[config.mk]
export PLATFORM = sky130hd
export DESIGN_NAME = seg7_out_display
export DESIGN_NICKNAME = d
export VERILOG_FILES = /design/src/rtl/seg7_pkg.sv /design/src/rtl/seg7_hex_decoder.sv /design/src/rtl/seg7_out_display.sv
export SDC_FILE = /design/constraint.sdc
export NUM_CORES = 1
export LEC_CHECK = 0
export ABC_AREA = 1
export CAP_MARGIN = 20
export CORE_ASPECT_RATIO = 0.9
export CORE_MARGIN = 10
export CORE_UTILIZATION = 45
export DETAILED_ROUTE_END_ITERATION = 7
export PLACE_DENSITY = 0.74
export SLEW_MARGIN = 15
export SYNTH_ARGS = -nofsm -noshare
export SYNTH_HDL_FRONTEND = slang
export SYNTH_SLANG_ARGS = --single-unit
[constraint.sdc]
create_clock -name clk -period 2.94 [get_ports clk]
set_clock_uncertainty 0.05 [all_clocks]
set_input_delay 0.588 -clock clk [delete_from_list [all_inputs] [get_ports clk]]
set_output_delay 0.588 -clock clk [all_outputs]
set_load 0.01 [all_outputs]
[src/rtl/seg7_pkg.sv]
// Shared definitions for the 7-segment output display: hex glyph table,
// the all-segments-off constant, the digit index type and the leading-zero rule.
package seg7_pkg;

    typedef logic [1:0] dig_idx_t;

    localparam int NUM_DIGITS = 4;

    localparam logic [6:0] SEG_OFF = 7'h00;

    // Active-high {g,f,e,d,c,b,a} glyphs for 0..F
    localparam logic [6:0] HEX_TABLE [16] = '{
        7'h3F, 7'h06, 7'h5B, 7'h4F, 7'h66, 7'h6D, 7'h7D, 7'h07,
        7'h7F, 7'h6F, 7'h77, 7'h7C, 7'h39, 7'h5E, 7'h79, 7'h71
    };

    // Digit idx is blanked when it and every more-significant nibble are zero
    function automatic logic lz_blank(input logic [15:0] word, input dig_idx_t idx,
                                      input logic en);
        logic v;
        case (idx)
            2'd1:    v = (word[15:4] == 12'h000);
            2'd2:    v = (word[15:8] == 8'h00);
            2'd3:    v = (word[15:12] == 4'h0);
            default: v = 1'b0;
        endcase
        return en & v;
    endfunction

endpackage

[src/rtl/seg7_hex_decoder.sv]
// Combinational nibble to active-high 7-segment glyph lookup.
module seg7_hex_decoder
    import seg7_pkg::*;
(
    input  logic [3:0] i_nib,
    output logic [6:0] o_seg
);

    assign o_seg = HEX_TABLE[i_nib];

endmodule

[src/rtl/seg7_out_display.sv]
// Four-digit multiplexed hex display: frame-synchronous word update, per-slot
// anode blanking, optional leading-zero suppression and selectable polarity.
module seg7_out_display
    import seg7_pkg::*;
#(
    parameter int REFRESH_DIV  = 100000,
    parameter int BLANK_CYCLES = 1000,
    parameter bit ACTIVE_LOW   = 1'b1
) (
    input  logic        clk,
    input  logic        rst,
    input  logic [15:0] data_in,
    input  logic        load,
    input  logic        blank_lz,
    input  logic [3:0]  dp_in,
    output logic [6:0]  seg,
    output logic        dp,
    output logic [3:0]  an,
    output logic        frame_tick
);

    localparam int              CNT_W     = $clog2(REFRESH_DIV);
    localparam logic [CNT_W-1:0] CNT_LAST  = CNT_W'(REFRESH_DIV - 1);
    localparam logic [CNT_W-1:0] CNT_BLANK = CNT_W'(BLANK_CYCLES);
    localparam logic [CNT_W-1:0] CNT_ONE   = CNT_W'(1);
    localparam logic [3:0]      POL_AN    = {4{ACTIVE_LOW}};
    localparam logic [6:0]      POL_SEG   = {7{ACTIVE_LOW}};

    logic [CNT_W-1:0] r_div_cnt;
    dig_idx_t         r_dig_idx;
    logic [15:0]      r_pending;
    logic             r_pending_vld;
    logic [15:0]      r_shadow;
    logic             r_frame_tick;
    logic [6:0]       r_seg;
    logic [3:0]       r_an;
    logic             r_dp;

    logic             w_wrap;
    logic             w_boundary;
    logic             w_update;
    logic [3:0]       w_nib;
    logic [6:0]       w_hex;
    logic             w_lz;
    logic [3:0]       w_an_log;
    logic [6:0]       w_seg_log;
    logic             w_dp_log;

    assign w_wrap     = (r_div_cnt == CNT_LAST);
    assign w_boundary = w_wrap & (r_dig_idx == 2'd3);
    assign w_update   = w_boundary & r_pending_vld;
    assign w_nib      = r_shadow[{r_dig_idx, 2'b00} +: 4];
    assign w_lz       = lz_blank(r_shadow, r_dig_idx, blank_lz);

    seg7_hex_decoder u_dec (
        .i_nib (w_nib),
        .o_seg (w_hex)
    );

    // Slot timer and digit scan pointer
    always_ff @(posedge clk or posedge rst) begin
        if (rst) begin
            r_div_cnt <= '0;
            r_dig_idx <= 2'd0;
        end else if (w_wrap) begin
            r_div_cnt <= '0;
            r_dig_idx <= r_dig_idx + 2'd1;
        end else begin
            r_div_cnt <= r_div_cnt + CNT_ONE;
        end
    end

    // Pending capture and frame-boundary transfer; a load on the boundary
    // edge refills pending while the older word moves to the shadow
    always_ff @(posedge clk or posedge rst) begin
        if (rst) begin
            r_pending     <= 16'h0000;
            r_pending_vld <= 1'b0;
            r_shadow      <= 16'h0000;
            r_frame_tick  <= 1'b0;
        end else begin
            r_frame_tick <= w_update;
            if (w_update) begin
                r_shadow <= r_pending;
            end
            if (load) begin
                r_pending     <= data_in;
                r_pending_vld <= 1'b1;
            end else if (w_update) begin
                r_pending_vld <= 1'b0;
            end
        end
    end

    // Logical (active-high) drive for the current slot
    always_comb begin
        w_an_log  = 4'h0;
        w_seg_log = SEG_OFF;
        w_dp_log  = 1'b0;
        if (r_div_cnt < CNT_BLANK) begin
            w_an_log  = 4'h0;
            w_seg_log = SEG_OFF;
            w_dp_log  = 1'b0;
        end else begin
            w_an_log  = 4'b0001 << r_dig_idx;
            w_seg_log = w_lz ? SEG_OFF : w_hex;
            w_dp_log  = dp_in[r_dig_idx];
        end
    end

    // Output registers with polarity applied; reset forces the dark level
    always_ff @(posedge clk or posedge rst) begin
        if (rst) begin
            r_an  <= POL_AN;
            r_seg <= POL_SEG;
            r_dp  <= ACTIVE_LOW;
        end else begin
            r_an  <= w_an_log ^ POL_AN;
            r_seg <= w_seg_log ^ POL_SEG;
            r_dp  <= w_dp_log ^ ACTIVE_LOW;
        end
    end

    assign an         = r_an;
    assign seg        = r_seg;
    assign dp         = r_dp;
    assign frame_tick = r_frame_tick;

endmodule
==> results of run 1 <==
-- stage by stage --
| stage | setup WS, ps | hold WS, ps | instance area (um2) | utilization | power (mW) |
|---|---|---|---|---|---|
| finish | 883.5 | 425.3 | 4013 | 0.5614 | 1.870 |
| global placement | 1006 | 396.0 | 3786 | 0.5297 | 1.020 |
| detailed placement | 925.2 | 408.5 | 3786 | 0.5297 | 1.022 |
| global route | 644.6 | 451.9 | 4013 | 0.5614 | 1.942 |
| floorplan | 695.4 | 381.1 | 3357 | - | 0.9742 |
| CTS | 860.0 | 431.9 | 4013 | 0.5614 | 1.893 |
-- synth_stat cells (all sizes together) --
| cell type | number |
|---|---|
| dfstp | 12 |
| o21ai | 17 |
| dfrtp | 53 |
| a21oi | 3 |
| o22ai | 1 |
| and2 | 1 |
| o211ai | 1 |
| ha | 12 |
| nand4 | 21 |
| a21o | 1 |
| nand3 | 27 |
| xor2 | 4 |
| clkbuf | 4 |
| nor2 | 36 |
| nor3b | 1 |
| nand2 | 157 |
| buf | 7 |
| nand3b | 1 |
| nor3 | 2 |
| a31oi | 2 |
| clkinv | 3 |
| inv | 43 |
| a21boi | 1 |
-- power breakdown --
part	leakage, nW	switching, mW	total [mW]	internal [mW]
Sequential	0.819	0.0113	0.925	0.914
Clock	0.110	0.381	0.867	0.486
Combinational	1.06	0.0376	0.0771	0.0395
Total	1.99	0.430	1.87	1.44
-- layer usage --
layer / up-vias / part of all wire
li1: 1377 / -
met5: - / 0
met3: 9 / 0.051
met4: 0 / 0.011
met1: 1240 / 0.48
met2: 57 / 0.46
-- cell type report --
| class | instances | area (um2) | area share |
|---|---|---|---|
| Clock buffer | 9 | 123.9 | 0.03087 |
| Multi-Input combinational cell | 288 | 1458 | 0.3633 |
| Timing Repair Buffer | 39 | 395.4 | 0.09853 |
| Tap cell | 93 | 116.4 | 0.02900 |
| Inverter | 46 | 175.2 | 0.04365 |
| Sequential cell | 65 | 1642 | 0.4091 |
| Clock inverter | 7 | 102.6 | 0.02557 |
-- cells in the final DEF, fill, tap and decap left out, types with 12 or more instances in the layout --
cell	netlist	layout
nand2_1	151	151
dfrtp_1	53	53
clkdlybuf4s50_1	0	36
inv_1	35	34
nor2_1	30	30
nand3_1	22	22
nand4_1	21	21
o21ai_0	15	15
ha_1	12	12
dfstp_2	12	12
-- path summary, 6_finish.rpt --
path,from,to,slack [ps],cells after the start
min reg2reg,r_div_cnt[0],r_div_cnt[0],430,1
max,an[1],an[1],880,1
max reg2reg,r_div_cnt[0],r_shadow[4],910,8
min in group asynchronous,rst,r_pending[5],570,3
min,r_div_cnt[0],r_div_cnt[0],430,1
max in group asynchronous,rst,seg[4],1960,3
-- registers in the layout, indices dropped and copies added (netlist names) --
signal and cells:
frame_tick 1, r_dig_idx 2, r_pending_vld 1, dp 1
seg 7, r_pending 16, r_shadow 16, r_div_cnt 17
an 4
-- cells by family after synthesis --
kind of cell / after synthesis
and+or+nand+nor: 246
adders and majority gates: 12
buffers and inverters: 57
DFF: 65
xor gates and xnor gates: 4
AOI/OAI and AO/OA: 26
==> results.yml, run 1 <==
status:
  outcome: "finished, final reports clean"
route:
  wl_per_cell_um: 12.62
  ant_nets: 0
  vias: 2683
  vias_per_cell: 4.905
  drc_errors: 0
  drtPass1Iterations: 4
  wl_um: 6905
  drt_iter0_drc: 108
grt:
  use_met3: 0.03925
  grt_pass1_vias: 2681
  top_usage_layer: "met2"
  grt_use_met2: 0.2061
  grt_util_all_layers: 0.1266
  grt_max_degree: 66
  antenna_found_initial: 0
  grt_pass1_wl_um: 12030
  grt_overflow: 0
  grtUsageMet1: 0.1557
pwr:
  leakage_nw: 1.993
  ir_worst_vdd_mv: 0.2741
  p_per_area_mw_per_mm2: 465.9
placement:
  hpwl_um: 5052
  numPortBuffers: 36
  routabilityCongestion: 0.8692
  place_inst: 531
cts:
  post_cts_buffers: 0
  clock-sinks: 65
  cts_buffer_depth: 2
  cts.htree.levels: 3
  ctsResizeCount: 0
  cts_tree: "built"
  clk_latency_ps: 350
  cts_hold_buf: 0
  clk_pin_slew_worst_paths_ps: 80
  cts_buffers: 9
  root_buffer: "clkbuf_8"
cells_and_area:
  final_cells: 547
  antennaDiodeCount: 0
  nNetsFinal: 485
  areaGrowthSynthToFinish_pct: 19.53
  num-fill-cells: 649
  drive_above_1_share: 0.1322
floorplanning:
  fp.dieArea_mm2: 0.01132
  io_pins: 37
  core_mm2: 0.007148
  die_w_um: 111.0
  fp.dieH_um: 101.9
  row_count: 29
  start_util: 0.4696
logic_synthesis:
  synth_top_area_frac: 0.3951
  synth_top_cell_by_area: "dfrtp_1"
  synth_fa_ha_area_frac: 0.04473
  synthCells: 410
  synth.distinct_cells: 34
  ys_seq_elements: 65
  synth_nets: 446
  synthSimpleGateAreaFrac: 0.3336
  synthesis.yosys.warnings: 0
  syn_area_mm2: 0.003357
  yosysSeqAreaShare: 0.4890
  syn_area_per_cell_um2: 8.188
  synth_top_family_by_area: "simple AND/OR/NAND/NOR gates"
  synth-xor-area-share: 0.01044
  synth_compound_area_frac: 0.04547
  synth_area_leaders: "dfrtp_1 40%, nand2_1 17%, dfstp_2 9.4%"
  synth.area.mux_share: 0
critical_path:
  cp_data_required_time_ps: 2300
  critPathTopFamily: "buffers and inverters"
  cp_max_fo: 1
  cpPeakStageDelay_ps: 550
  crit_type: "reg2out"
  critical_path.cell_chain: "clkdlybuf4s50_1"
  critPathCaptureType: "output pin"
  cp.buffers_inverters: 1
  cp_slowest_cell: "clkdlybuf4s50_1"
  worstPathArrival_ps: 1420
  start_kind: "flip-flop"
timing:
  worst_pin_slew_ps: 573.6
  setup_viol: 0
  rsz0062_at_grt: "false"
  timing.slew.headroom: 0.6176
  period_share: 0.6995
  fmax_mhz: 486.3
  maxSlewViolCount: 0
  hold_violations: 0
  tns_ps: 0
  fin_crit_ps: 2057
worst_hold_path:
  hold_class: "reg2reg"
job:
  maxCapViolCount: 0
(Power assumes the default switching activity.)
==> run 2: changes to the inputs <==
--- a/config.mk
+++ b/config.mk
@@ -11,7 +11,7 @@
 export CORE_MARGIN = 10
 export CORE_UTILIZATION = 45
 export DETAILED_ROUTE_END_ITERATION = 7
-export PLACE_DENSITY = 0.74
+export PLACE_DENSITY = 0.77
 export SLEW_MARGIN = 15
 export SYNTH_ARGS = -nofsm -noshare
 export SYNTH_HDL_FRONTEND = slang
==> constraint.sdc (replaced) <==
create_clock -name clk -period 1.73 [get_ports clk]
set_clock_uncertainty 0.05 [all_clocks]
set_input_delay 0.346 -clock clk [delete_from_list [all_inputs] [get_ports clk]]
set_output_delay 0.346 -clock clk [all_outputs]
set_load 0.01 [all_outputs]
==> run 2 against run 1 <==
Register-to-register slack worse by 840 ps. Clock power grew 52%. Largest power group unchanged. Setup slack worse by 810 ps. Highest routed layer unchanged.
==> results.yml, run 2 (synthesis results as in run 1) <==
status:
  outcome: "finished, final reports clean"
pwr:
  p_per_area_mw_per_mm2: 699.9
  ir_worst_vdd_mv: 0.5260
  total_power_mw: 3.027
  leakage_nw: 2.092
critical_path:
  cp_common_cell: "nand2_1"
  cp_max_fo: 9
  critPathTopFamily: "flip-flops"
  start_kind: "flip-flop"
  worst-path-stages: 11
  worstPathArrival_ps: 1900
  critPathCaptureType: "flip-flop"
  rr_worst_depth: 11
  cp_slowest_cell: "dfrtp_2"
  cp.buffers_inverters: 4
  crit_start: "r_dig_idx[0]"
  ff2ff_setup_slack_ps: 70
  cpPeakStageDelay_ps: 420
  critPathCapture: "seg[1]"
  critical_path.cell_chain: "buf_12 -> inv_8 -> nand2_1 -> nand3_1 -> nand2_2 -> buf_6 -> ha_1 -> inv_2 -> o21ai_0 -> nand2_1 -> nand2_1"
  cp_data_required_time_ps: 1980
  rr_endpoint: "seg[1]"
  crit_type: "reg2reg"
  reg2reg_from: "r_dig_idx[0]"
route:
  drc_errors: 0
  met2_length_um: 3565
  drt-met1-wl_um: 3443
  wl_um: 7593
  highest_layer: "met4"
  ant_nets: 0
  vias_per_cell: 4.991
  wl_per_cell_um: 13.14
  wl_met3_um: 483
  drt_iter0_drc: 147
  drtPass1Iterations: 5
  vias: 2885
cells_and_area:
  largest_register_ffs: 17
  top_regs: "r_div_cnt x17, r_pending x16, r_shadow x16"
  areaGrowthSynthToFinish_pct: 28.85
  fin_area_mm2: 0.004325
  regMostFlops: "r_div_cnt"
  final_cell_mix: "144 x nand2_1, 52 x dfrtp_1, 30 x inv_1, 30 x nor2_1, 27 x buf_4"
  drive_above_1_share: 0.2289
  nNetsFinal: 516
  layout_commonest_cell: "nand2_1"
  antennaDiodeCount: 0
cts:
  cts.htree.levels: 3
  cts_hold_buf: 0
  clock-sinks: 65
  cts_buffer_depth: 2
  clk_pin_slew_worst_paths_ps: 80
  cts_tree: "built"
  clk_latency_ps: 360
  root_buffer: "clkbuf_8"
  cts_buffers: 9
timing:
  period_share: 0.9586
  setup_viol: 0
  maxSlewViolCount: 0
  worst_pin_slew_ps: 355.4
  hold_violations: 0
  fin_crit_ps: 1658
  fmax_mhz: 603.0
  rsz0062_at_grt: "true"
  timing.slew.headroom: 0.7622
floorplanning:
  io_pins: 37
  fp.dieArea_mm2: 0.01132
  core_mm2: 0.007148
  fp.dieH_um: 101.9
  start_util: 0.4696
  row_count: 29
  die_w_um: 111.0
grt:
  grt_pass1_vias: 2697
  grt_max_degree: 22
  grt_util_all_layers: 0.1263
  grt_overflow: 0
  grt_pass1_wl_um: 12050
  antenna_found_initial: 0
placement:
  routabilityCongestion: 0.8886
  placedInstanceArea_mm2: 0.003895
  numPortBuffers: 36
  hpwl_um: 5248
worst_hold_path:
  hold_class: "in2async"
job:
  maxCapViolCount: 0
-- run 2: timing repair --
| item | CTS | global route |
|---|---|---|
| pin swaps | 0 | 8 |
| setup buffers | 0 | 14 |
| cloned | 0 | 3 |
| setup endpoints to repair | 16 | 27 |
| gates resized for setup | 13 | 31 |
-- run 2: metal layers --
layer  track usage  vias to the layer above
li1              -                     1440
met1        0.1597                     1352
met2        0.1966                       83
met3       0.04862                       10
met4       0.03949                        0
met5             0                        -
-- run 2: worst register-to-register path: stages (launching register included) --
cell     delay, ps
dfrtp_2        420
buf_12         140
inv_8           70
nand2_1         50
nand3_1         80
nand2_2         80
buf_6          130
ha_1           280
inv_2           40
o21ai_0        140
nand2_1         70
nand2_1         60
-- run 2: worst min path at each step --
stage                            start            end  slack (ps)  cells after the start
after floorplan           r_div_cnt[0]   r_div_cnt[0]         380                      1
after global placement    r_div_cnt[0]   r_div_cnt[0]         390                      1
after detailed placement  r_div_cnt[0]   r_div_cnt[0]         410                      1
after CTS                          rst  r_div_cnt[11]         260                      2
after global routing               rst  r_pending_vld         280                      2
final                              rst   r_div_cnt[9]         250                      2
-- run 2: power breakdown --
part           internal [mW]  switching [mW]
clock                  0.677           0.641
sequential              1.55          0.0192
combinational         0.0715          0.0663
-- run 2: area by class of cell --
| class | instances | area [um2] |
|---|---|---|
| inverter | 46 | 186.4 |
| multi-input combinational | 290 | 1550 |
| timing repair buffer | 68 | 629.4 |
| clock buffer | 9 | 123.9 |
| tap | 93 | 116.4 |
| clock inverter | 7 | 76.32 |
| sequential | 65 | 1643 |
| fill | 603 | 2823 |
-- run 2: metrics by stage --
stage               setup TNS, ps  instances  hold slack, ps  worst slack (ps)    util
floorplan                       0        410           381.1             78.53       -
global placement                0        545           394.0             98.02  0.5449
detailed placement              0        545           407.4             8.884  0.5449
CTS                             0        561           257.0             24.57  0.5710
global route               -131.0        578           277.0            -38.74  0.6051
finish                          0        578           253.0             71.70  0.6051
==> run 3: changes to the inputs <==
--- a/config.mk
+++ b/config.mk
@@ -10,8 +10,9 @@
 export CORE_ASPECT_RATIO = 0.9
 export CORE_MARGIN = 10
 export CORE_UTILIZATION = 45
+export CTS_CLUSTER_SIZE = 20
 export DETAILED_ROUTE_END_ITERATION = 7
-export PLACE_DENSITY = 0.77
+export PLACE_DENSITY = 0.72
 export SLEW_MARGIN = 15
 export SYNTH_ARGS = -nofsm -noshare
 export SYNTH_HDL_FRONTEND = slang
==> run 3 against run 2 <==
Clock power rose by 4%. Global-route usage barely moved. Register-to-register slack improved by 20 ps. Combinational power barely moved. Sequential power barely moved. Setup slack improved by 17 ps. Sequential share of layout area rose by 1.4 points. Largest cell class unchanged.
==> results.yml, run 3 (synthesis results as in run 1) <==
floorplanning:
  fp.dieH_um: 101.9
  core_mm2: 0.007148
  fp.dieArea_mm2: 0.01132
  die_w_um: 111.0
  io_pins: 37
  start_util: 0.4696
  row_count: 29
grt:
  grt_pass1_wl_um: 12060
  antenna_found_initial: 0
  grt_max_degree: 32
  grt_pass1_vias: 2641
  grt_util_all_layers: 0.1264
  grt_overflow: 0
placement:
  dp_slack_ps: 38.18
  placedInstanceArea_mm2: 0.003913
  hpwl_um: 5352
  place_inst: 544
  routabilityCongestion: 0.8700
  numPortBuffers: 36
timing:
  fmax_mhz: 609.4
  holdWs_ps: 267.2
  setup_viol: 0
  worst_pin_slew_ps: 383.0
  period_share: 0.9486
  maxSlewViolCount: 0
  tns_ps: 0
  hold_violations: 0
  timing.slew.headroom: 0.7437
  rsz0062_at_grt: "true"
  fin_crit_ps: 1641
  finalWorstSetupSlack_ps: 88.94
cts:
  clock-sinks: 65
  cts_hold_buf: 0
  cts_buffers: 9
  cts_tree: "built"
  root_buffer: "clkbuf_8"
  cts.htree.levels: 3
  clk_latency_ps: 340
  clk_pin_slew_worst_paths_ps: 70
  cts_buffer_depth: 2
cells_and_area:
  final_cell_mix: "149 x nand2_1, 52 x dfrtp_1, 33 x inv_1, 30 x nor2_1, 24 x clkdlybuf4s50_1"
  layout_commonest_cell: "nand2_1"
  regMostFlops: "r_div_cnt"
  fin_util: 0.5834
  nNetsFinal: 503
  fin_area_mm2: 0.004170
  drive_above_1_share: 0.1783
  top_regs: "r_div_cnt x17, r_pending x16, r_shadow x16"
  areaGrowthSynthToFinish_pct: 24.23
  final_cells: 564
  num-fill-cells: 651
  largest_register_ffs: 17
  antennaDiodeCount: 0
status:
  outcome: "finished, final reports clean"
critical_path:
  critPathCaptureType: "flip-flop"
  cp_common_cell: "nand2_1"
  cpPeakStageDelay_ps: 440
  worstPathArrival_ps: 1850
  reg2reg_from: "r_dig_idx[0]"
  rr_endpoint: "seg[5]"
  rr_worst_depth: 10
  start_kind: "flip-flop"
  cp_slowest_cell: "dfrtp_2"
  ff2ff_setup_slack_ps: 90
  cp_data_required_time_ps: 1940
  critical_path.cell_chain: "buf_4 -> nand2_1 -> nand3_1 -> nand2_1 -> inv_1 -> ha_1 -> nand3_1 -> nand2_1 -> a21oi_1 -> nand2_1"
  cp_max_fo: 4
  crit_type: "reg2reg"
worst_hold_path:
  hold_class: "in2async"
route:
  vias_per_cell: 4.860
  vias: 2741
  drc_errors: 0
  wl_um: 7011
  drt_iter0_drc: 126
  drtPass1Iterations: 4
  wl_per_cell_um: 12.43
  ant_nets: 0
pwr:
  ir_worst_vdd_mv: 0.4688
  p_per_area_mw_per_mm2: 740.2
  leakage_nw: 2.041
  total_power_mw: 3.087
job:
  maxCapViolCount: 0
[run 3: power breakdown]
part | internal (mW) | switching [mW]
clock | 0.803 | 0.570
combinational | 0.0746 | 0.0662
sequential | 1.55 | 0.0190
[run 3: how the worst max path moves through the flow]
| stage | start | to | slack, ps |
|---|---|---|---|
| after floorplan | r_dig_idx[1] | seg[5] | 80 |
| after global placement | r_dig_idx[0] | seg[1] | 110 |
| after detailed placement | r_dig_idx[0] | seg[5] | 40 |
| after CTS | r_dig_idx[0] | seg[6] | 10 |
| after global routing | r_dig_idx[0] | seg[0] | -30 |
| final | r_dig_idx[0] | seg[5] | 90 |
[run 3: worst max-delay path: cells and delay by family (launching register included)]
| kind | cells | cell delay [ps] |
|---|---|---|
| buffers and inverters | 2 | 230 |
| adders and majority gates | 1 | 210 |
| and+or+nand+nor | 6 | 520 |
| AOI/OAI and AO/OA | 1 | 130 |
| DFF | 1 | 440 |
[run 3: final cells by class]
cell class	count	area [um2]	share of cell area
clock inverters	5	81.33	0.01950
flip-flops and latches	65	1643	0.3939
clock buffers	10	127.6	0.03060
well taps	93	116.4	0.02790
inverters	46	181.4	0.04350
repair buffers	57	540.5	0.1296
multi-input cells	288	1480	0.3549
[run 3: routing by layer]
metal / up-vias / part of all wire / GRT usage
met4: 0 / 0.013 / 0.04936
met1: 1271 / 0.49 / 0.1587
li1: 1412 / - / -
met5: - / 0 / 0
met3: 9 / 0.044 / 0.03808
met2: 49 / 0.45 / 0.2020
[run 3: repair_timing]
action | CTS | global route
pin swaps | 0 | 7
endpoints found under the setup margin | 12 | 21
resized for setup | 12 | 13
buffers inserted | 0 | 5
